[src/rtl/fetch_unit.sv]
// Instruction fetch stage.
// Owns the fetch PC (starting at RESET_PC) and issues word requests to
// instruction memory under a credit limit of DEPTH: requests in flight plus
// words buffered can never exceed DEPTH. In-order responses are paired with
// their request PC, buffered, and presented to decode. A redirect reloads the
// fetch PC, flushes the buffer and marks every in-flight response as stale.
//
// Ports:
//   clk, rst          clock, asynchronous active-high reset
//   imem_req_*        request channel to instruction memory (valid/ready, addr)
//   imem_rsp_*        in-order response words from memory (no backpressure)
//   redirect_*        branch/jump redirect with new fetch address
//   if_*              instruction channel to decode (valid/ready, pc, instr)
module fetch_unit #(
    parameter logic [31:0] RESET_PC = 32'h0000_0000,
    parameter int unsigned DEPTH    = 2
) (
    input  logic        clk,
    input  logic        rst,
    output logic        imem_req_valid,
    input  logic        imem_req_ready,
    output logic [31:0] imem_req_addr,
    input  logic        imem_rsp_valid,
    input  logic [31:0] imem_rsp_data,
    input  logic        redirect_valid,
    input  logic [31:0] redirect_pc,
    output logic        if_valid,
    input  logic        if_ready,
    output logic [31:0] if_pc,
    output logic [31:0] if_instr
);

    localparam int unsigned AW = (DEPTH > 1) ? $clog2(DEPTH) : 1;
    localparam int unsigned CW = $clog2(DEPTH + 1);
    localparam int unsigned SW = CW + 1;

    typedef struct packed {
        logic [31:0] pc;
        logic [31:0] instr;
    } ibuf_entry_t;

    // Fetch address and bookkeeping counters
    logic [31:0]   fetch_pc_q, fetch_pc_d;
    logic [CW-1:0] out_cnt_q, out_cnt_d;
    logic [CW-1:0] drop_q, drop_d;

    // In-flight PC FIFO (one entry per accepted request)
    logic [31:0]   pcf_q [DEPTH];
    logic [31:0]   pcf_d [DEPTH];
    logic [AW-1:0] pcf_wr_q, pcf_wr_d;
    logic [AW-1:0] pcf_rd_q, pcf_rd_d;

    // Instruction buffer towards decode
    ibuf_entry_t   ibuf_q [DEPTH];
    ibuf_entry_t   ibuf_d [DEPTH];
    logic [AW-1:0] ib_wr_q, ib_wr_d;
    logic [AW-1:0] ib_rd_q, ib_rd_d;
    logic [CW-1:0] ib_cnt_q, ib_cnt_d;

    logic          pop_c;
    logic          req_fire_c;
    logic          rsp_fire_c;
    logic          rsp_keep_c;
    logic [SW-1:0] credit_used_c;

    // Handshakes and credit; a word leaving to decode this cycle frees its
    // slot immediately so a latency-1 memory sustains one instruction/cycle.
    always_comb begin
        if_valid       = (ib_cnt_q != '0);
        if_pc          = ibuf_q[ib_rd_q].pc;
        if_instr       = ibuf_q[ib_rd_q].instr;
        imem_req_addr  = fetch_pc_q;
        pop_c          = if_valid && if_ready && !redirect_valid;
        credit_used_c  = SW'(out_cnt_q) + SW'(ib_cnt_q) - SW'(pop_c);
        imem_req_valid = !rst && !redirect_valid && (credit_used_c < SW'(DEPTH));
        req_fire_c     = imem_req_valid && imem_req_ready;
        // A response with nothing outstanding is a protocol error and is ignored
        rsp_fire_c     = imem_rsp_valid && (out_cnt_q != '0);
        rsp_keep_c     = rsp_fire_c && (drop_q == '0) && !redirect_valid;
    end

    // Next-state computation
    always_comb begin
        fetch_pc_d = fetch_pc_q;
        out_cnt_d  = out_cnt_q;
        drop_d     = drop_q;
        pcf_d      = pcf_q;
        pcf_wr_d   = pcf_wr_q;
        pcf_rd_d   = pcf_rd_q;
        ibuf_d     = ibuf_q;
        ib_wr_d    = ib_wr_q;
        ib_rd_d    = ib_rd_q;
        ib_cnt_d   = ib_cnt_q;

        if (req_fire_c) begin
            pcf_d[pcf_wr_q] = fetch_pc_q;
            pcf_wr_d        = pcf_wr_q + AW'(1);
            fetch_pc_d      = fetch_pc_q + 32'd4;
        end

        if (rsp_fire_c) begin
            pcf_rd_d = pcf_rd_q + AW'(1);
            if (drop_q != '0) begin
                drop_d = drop_q - CW'(1);
            end
        end

        out_cnt_d = out_cnt_q + CW'(req_fire_c) - CW'(rsp_fire_c);

        if (redirect_valid) begin
            // Everything still in flight after this cycle is stale
            fetch_pc_d = redirect_pc & 32'hFFFF_FFFC;
            drop_d     = out_cnt_d;
            ib_cnt_d   = '0;
            ib_rd_d    = ib_wr_q;
        end else begin
            if (rsp_keep_c) begin
                ibuf_d[ib_wr_q] = '{pc: pcf_q[pcf_rd_q], instr: imem_rsp_data};
                ib_wr_d         = ib_wr_q + AW'(1);
            end
            if (pop_c) begin
                ib_rd_d = ib_rd_q + AW'(1);
            end
            ib_cnt_d = ib_cnt_q + CW'(rsp_keep_c) - CW'(pop_c);
        end
    end

    // State registers
    always_ff @(posedge clk or posedge rst) begin
        if (rst) begin
            fetch_pc_q <= RESET_PC;
            out_cnt_q  <= '0;
            drop_q     <= '0;
            pcf_q      <= '{default: '0};
            pcf_wr_q   <= '0;
            pcf_rd_q   <= '0;
            ibuf_q     <= '{default: '0};
            ib_wr_q    <= '0;
            ib_rd_q    <= '0;
            ib_cnt_q   <= '0;
        end else begin
            fetch_pc_q <= fetch_pc_d;
            out_cnt_q  <= out_cnt_d;
            drop_q     <= drop_d;
            pcf_q      <= pcf_d;
            pcf_wr_q   <= pcf_wr_d;
            pcf_rd_q   <= pcf_rd_d;
            ibuf_q     <= ibuf_d;
            ib_wr_q    <= ib_wr_d;
            ib_rd_q    <= ib_rd_d;
            ib_cnt_q   <= ib_cnt_d;
        end
    end

endmodule

[config.mk]
export PLATFORM = sky130hd
export DESIGN_NAME = fetch_unit
export DESIGN_NICKNAME = d
export VERILOG_FILES = /design/src/rtl/fetch_unit.sv
export SDC_FILE = /design/constraint.sdc
export NUM_CORES = 1
export LEC_CHECK = 0
export CAP_MARGIN = 25
export CORE_MARGIN = 10
export CORE_UTILIZATION = 30
export CTS_CLUSTER_SIZE = 40
export DETAILED_ROUTE_END_ITERATION = 8
export SLEW_MARGIN = 25
export SYNTH_ARGS = -nofsm -noshare
export SYNTH_HDL_FRONTEND = slang
export SYNTH_SLANG_ARGS = --single-unit
[constraint.sdc]
create_clock -name clk -period 8.1 [get_ports clk]
set_input_delay 1.62 -clock clk [delete_from_list [all_inputs] [get_ports clk]]
set_output_delay 1.62 -clock clk [all_outputs]
set_load 0.05 [all_outputs]
==> results of run 1 <==
## worst max-delay path: cells and delay by family
family	cells	cell delay, ps
buffers and inverters	3	1700
AND/OR/NAND/NOR	3	570
XOR/XNOR	1	180
adder cells (fa/ha/maj)	2	660
## routing by layer
metal,GRT usage,vias to the layer above,routed length (um)
met5,0,-,0
met3,0.0346,34,1860
met1,0.171,3468,12400
met2,0.182,180,11300
met4,0.0299,0,447
li1,-,3318,-
## layout make-up
type | instances | area share
Clock buffer | 38 | 0.0585
Clock inverter | 10 | 0.00802
Inverter | 17 | 0.00583
Multi-Input combinational cell | 556 | 0.328
Sequential cell | 224 | 0.428
Tap cell | 448 | 0.0428
Timing Repair Buffer | 170 | 0.128
## kinds of logic after synthesis
logic type / after synthesis / synth area share
muxes: 212 / 0.230
and+or+nand+nor: 187 / 0.0911
adders and majority gates: 9 / 0.0118
AOI/OAI and AO/OA: 133 / 0.0764
buffers and inverters: 72 / 0.0321
DFF: 224 / 0.549
other: 1 / 0.000367
xor gates and xnor gates: 11 / 0.00943
## through the flow
stage	hold slack, ps	utilization	setup slack [ps]
after detailed placement	465	0.364	1720
after global placement	455	0.364	1740
after CTS	478	0.390	1690
final	470	0.391	1740
after global routing	499	0.391	1530
after floorplan	444	-	346
## power by group through the flow
| stage | clock, mW | sequential (mW) | combinational, mW |
|---|---|---|---|
| floorplan | 0 | 1.87 | 1.85 |
| global placement | 0 | 1.90 | 2.60 |
| detailed placement | 0 | 1.93 | 2.62 |
| CTS | 1.22 | 1.91 | 2.63 |
| global route | 1.27 | 1.97 | 2.76 |
| finish | 1.18 | 1.90 | 2.59 |
## layout by cell type (no fill, tap or decap), drive strengths merged, types with 4 or more instances in the layout
master and instances:
o211ai 10, mux2i 31, clkdlybuf4s50 161, or4 4
a21oi 37, o311ai 15, dfrtp 224, nand4 9
ha 8, nand3 21, conb 4, inv 16
xnor2 8, nand2 79, clkbuf 38, mux2 181
a31oi 4, nor2 57, clkinv 7, buf 9
o21ai 60
## registers in the layout (all words and copies together) (netlist names), 2 cells and up
register and cells:
out_cnt_q 2, imem_req_addr 30, pcf_q 60, ibuf_q 124, ib_cnt_q 2, drop_q 2
## worst max-delay path by stage
stage / from / end / slack [ps] / cells past startpoint
2_1_floorplan: rst / drop_q[0] / 350 / 1
3_3_place_gp: redirect_valid / imem_req_valid / 1740 / 9
3_5_place_dp: redirect_valid / imem_req_valid / 1720 / 9
4_1_cts: redirect_valid / imem_req_valid / 1690 / 9
5_1_grt: redirect_valid / imem_req_valid / 1530 / 9
6_report: redirect_valid / imem_req_valid / 1740 / 9
==> key figures, run 1 <==
Critical path
  • Crit-path most repeated cell: clkdlybuf4s50_1
  • Worst Path Max Fanout: between 40 and 50
  • Kind of critical path: primary input to primary output
  • Worst setup SP type: primary input
  • Slowest CP cell: clkdlybuf4s50_1
  • Worst reg2reg path depth: 16
  • CP max stage delay: ~870 ps
  • Worst endpoint data arrival time: about 4700 ps
  • Reg2reg end: drop_q[1]
  • FF-to-FF setup slack: 4300 ps
  • Crit path cell chain: clkdlybuf4s50_1 > buf_4 > nor2_1 > ha_1 > nand2b_1 > fa_1 > xnor2_1 > nor4b_1 > clkdlybuf4s50_1
  • Critical Path RT: 6480 ps
  • Reg-to-Reg Start: ib_cnt_q[1]
  • CP Capture Type: primary output

Pwr
  • Switching part of the total power: 0.406
  • Maximum vdd drop: ~0.27 mV
  • Pint: roughly 3.4 mW
  • Comb pwr share: 0.456
  • Clock network fraction of design power: 0.208
  • Pwr Total: between 5 and 6 mW
  • Pwr/cell area: approximately 430 nW/um^2
  • Reg power frac: 0.335
  • Leak Pwr: roughly 5.7 nW
  • NetSw: 2.30 mW

Logic synthesis
  • Number of synthesized flops with an enable pin: 0
  • Synth top area share: 0.549
  • Syn_area_per_cell: 12.0 um^2
  • Synth cell types: 54
  • Most common cell in the netlist: dfrtp_1
  • Mapped Cells: about 850
  • Synth area leader: dfrtp_1
  • Top cells by count, synth: dfrtp_1, mux2_2, nand2_1
  • Synth top area cells: dfrtp_1, mux2_2, mux2i_1
  • Synthesized flop and latch total: between 200 and 250
  • FFs w/ async S/R, synth: 1.00
  • Synthesized area: 10,200 um^2
  • Yosys Warn Count: 0
  • Ys flop type: dfrtp_1
  • Sequential cell area fraction in the yosys report: 0.549

Finish
  • Area growth syn-to-layout: 28.3%
  • Fill cells: 3,240
  • Area of the multi-input gates: around 4300 um^2
  • Post-Layout Cell Count: 1,463
  • Cell area after layout: between 10,000 and 15,000 um^2
  • N_diodes: 0
  • Seq. cell area: roughly 5600 um^2
  • Share of cells above drive strength 1: 0.245
  • NumNets Final: ~1,100

Worst hold path
  • Min-Delay Path Depth: 2
  • Min-delay worst type: register to register
  • Min-Delay Endpoint: ibuf_q[36]
  • Hold_sp: ibuf_q[36]

STA
  • Final setup viols: 0
  • Final Cycle Share: 0.785
  • Worst Tran Pin Value: around 990 ps
  • FMAX: around 0.16 GHz
  • Worst slew margin: 0.339
  • Min Tclk post-route: ~6400 ps
  • RSZ-0062 raised after global routing: no
  • Clock skew: about 9.4 ps
  • Max-slew violations: 0
  • Sum Neg Setup Slack: 0 ps
  • Fin. Hold Viols: 0

Drt
  • Drt via density: approximately 4.8
  • Vias: roughly 7,000
  • DRT iter0 DRCs: between 300 and 400
  • DR DRC count: 0
  • Detailed Route WL: 25.9 mm
  • DRT Pass-1 Iters: 4
  • Routed length per instance: between 15 and 20 um
  • Final ANT Viol Nets: 0

Die
  • DIE WIDTH: between 200 and 250 um
  • Cell row count: 67
  • Die ar.: 41,800 um^2
  • Core Region: roughly 34,000 um^2
  • Chip height: between 200 and 250 um
  • Num ports: 168
  • Starting density of the core: 0.305

Run
  • Max Cap Viol: 0

Clocking
  • Clock Tree Buf Depth: 3
  • CTS tree: yes
  • Worst-Skew Late Latency: about 530 ps
  • Root Buffer: clkbuf_16
  • H-tree Lvls: 1
  • Setup bufs post-CTS: 0
  • Post-CTS resize count: 0
  • CTS Buf Count: 26
  • CTS Hold Bufs: 0
  • Clock transition at path regs: about 60 ps
  • # clock sinks: 224

Run status
  • Status: finished, final reports clean

Placed design
  • Dpl cells: between 1,000 and 1,500
  • I/O Buffers: ~160
  • Area after DPL: between 10,000 and 15,000 um^2
  • DP HPWL: roughly 17 mm
  • Gp weighted congestion: around 0.78

Global route
  • Number of global-route vias before repair: 7,211
  • GRT overflow: 0
  • GRT Overall Usage: 0.122
  • Global-route wire length before repair: roughly 42 mm
  • Largest net degree at the start of global routing: 147
  • Initial antenna violation count: 0
Note: power is estimated with default switching activity, not from simulation.
==> inputs of run 2 (changes only) <==
clock period = 5.3 ns   (was 8.1 ns; I/O delays follow)
==> run 2 against run 1 <==
Core utilization grew 0.31 points. Cell area grew 0.78%. Sequential share of layout area shrank 0.33 points. Clock power grew 58%. Highest routed layer unchanged. First-iteration DRC count shrank 11%. Die area is the same. Total power grew 54%. Non-clock buffer count grew 6. Clock skew shrank 3.0 ps. Combinational power grew 51%. Critical path type unchanged. Critical path depth is the same. Global-route usage shrank 0.13 points.
==> key figures, run 2 (same netlist as run 1, synthesis figures left out) <==
Critical path
  • Crit path cell chain: clkdlybuf4s50_1 > nand2_1 > nor2_1 > ha_1 > nand2b_1 > fa_1 > xnor2_1 > nor4b_2 > buf_12
  • CP Capture Type: primary output
  • Kind of critical path: primary input to primary output
  • Critical Path RT: 4240 ps (-2240 ps)
  • Slowest CP cell: clkdlybuf4s50_1
  • Worst endpoint data arrival time: 3310 ps (-1430 ps)
  • Worst setup SP type: primary input
  • CP max stage delay: 450 ps (-420 ps)
  • Worst Path Max Fanout: 2 (-95%)

STA
  • Fin. Hold Viols: 0 (unchanged)
  • Final setup viols: 0 (unchanged)
  • Worst slew margin: 0.332 (-0.00690)
  • FMAX: approximately 0.23 GHz
  • Sum Neg Setup Slack: 0 ps (unchanged)
  • Worst Tran Pin Value: 1000 ps (+10.3 ps)
  • RSZ-0062 raised after global routing: no
  • Max-slew violations: 0 (unchanged)
  • Min Tclk post-route: 4370 ps
  • Clock skew: 6.41 ps (-2.97 ps)
  • Final Cycle Share: 0.825

Placed design
  • Dpl cells: 1,421 (+0.42%)
  • DP HPWL: 17.5 mm (+0.86%)
  • Gp weighted congestion: 0.772 (-0.81%)
  • I/O Buffers: 161 (unchanged)

Finish
  • Post-Layout Cell Count: 1,468 (+0.34%)
  • Most frequent cells in the layout: dfrtp_1, mux2_2, clkdlybuf4s50_1
  • Utilization after layout: 0.394 (+0.00306)
  • NumNets Final: 1,080 (+0.56%)
  • N_diodes: 0 (unchanged)
  • Area growth syn-to-layout: 29.3%
  • Share of cells above drive strength 1: 0.250 (+0.00468)
  • Fill cells: 3,266 (+0.80%)
  • Most common cell after layout, fill and taps aside: dfrtp_1
  • Reg with most FFs: ibuf_q
  • Max reg flops: 124 (unchanged)

Die
  • Chip height: 205 um (unchanged)
  • Cell row count: 67 (unchanged)
  • Core Region: 33,500 um^2 (unchanged)
  • DIE WIDTH: 205 um (unchanged)
  • Die ar.: 41,800 um^2 (unchanged)
  • Num ports: 168 (unchanged)
  • Starting density of the core: 0.305 (unchanged)

Drt
  • Vias: 6,951 (-0.70%)
  • Drt via density: 4.74 (-1.0%)
  • Detailed Route WL: 25.7 mm (-0.98%)
  • Final ANT Viol Nets: 0 (unchanged)
  • Routed length per instance: 17.5 um (-1.3%)
  • DRT Pass-1 Iters: 5 (+1)
  • DRT iter0 DRCs: 350 (-11%)
  • DR DRC count: 0 (unchanged)

Run status
  • Status: finished, final reports clean

Run
  • Max Cap Viol: 0 (unchanged)

Pwr
  • Pwr/cell area: 660 nW/um^2 (+53%)
  • Leak Pwr: 5.71 nW (+0.97%)
  • Maximum vdd drop: 0.309 mV (+15%)

Global route
  • Largest net degree at the start of global routing: 162 (+10%)
  • Initial antenna violation count: 0 (unchanged)
  • GRT overflow: 0 (unchanged)
  • Global-route wire length before repair: 41.1 mm (-1.1%)
  • Number of global-route vias before repair: 7,187 (-0.33%)
  • GRT Overall Usage: 0.121 (-0.00126)

Clocking
  • # clock sinks: 224 (unchanged)
  • Root Buffer: clkbuf_16
  • H-tree Lvls: 1 (unchanged)
  • Clock Tree Buf Depth: 3 (unchanged)
  • Worst-Skew Late Latency: 520 ps (about the same)
  • CTS Hold Bufs: 0 (unchanged)
  • Post-CTS resize count: 0 (unchanged)
  • Setup bufs post-CTS: 0 (unchanged)
  • Clock transition at path regs: 60 ps (about the same)
  • CTS tree: yes
  • CTS Buf Count: 26 (unchanged)

Worst hold path
  • Min-delay worst type: register to register
-- run 2: report_power, final --
group	switching [mW]	internal, mW
registers	0.525	2.43
clock network	0.702	1.15
logic	2.27	1.63
-- run 2: area by class of cell --
class | count | area, um^2 | area share
clock buffers | 36 | 729 | 0.0552
inverters | 17 | 67.6 | 0.00512
well taps | 448 | 561 | 0.0425
repair buffers | 176 | 1770 | 0.134
clock inverters | 11 | 159 | 0.0120
multi-input cells | 556 | 4310 | 0.326
flip-flops and latches | 224 | 5610 | 0.425
-- run 2: final timing paths --
check                                       to        start  slack, ps  cells after the start
worst max register to register       drop_q[1]  ib_cnt_q[1]       1610                     16
worst min-delay path                ibuf_q[59]   ibuf_q[59]        470                      2
min in group asynchronous              ib_wr_q          rst       1220                      3
worst min register to register      ibuf_q[59]   ibuf_q[59]        470                      2
max in group asynchronous           ibuf_q[86]          rst       3430                      3
worst max-delay path            imem_req_valid     if_ready        930                      9
-- run 2: metal layers --
metal,track usage,share of wire,wire length (um),vias up
met5,0,0,0,-
met4,0.0299,0.017,435,0
met3,0.0311,0.068,1750,31
met2,0.185,0.44,11300,188
met1,0.167,0.48,12200,3431
li1,-,-,-,3301
-- run 2: metrics by stage --
| step | worst slack (ps) | instance area, um^2 | power (mW) | hold slack, ps |
|---|---|---|---|---|
| after global routing | 820 | 13200 | 9.24 | 497 |
| after detailed placement | 581 | 12300 | 6.96 | 464 |
| after floorplan | 414 | 10200 | 5.68 | 444 |
| after global placement | 643 | 12300 | 6.89 | 456 |
| after CTS | 913 | 13200 | 8.87 | 477 |
| final | 928 | 13200 | 8.72 | 471 |
-- run 2: worst max-delay path: cells and delay by family --
kind | cells | cell delay (ps)
xor+xnor | 1 | 190
buf+inv | 2 | 640
fa+ha+maj | 2 | 640
simple gates | 4 | 770
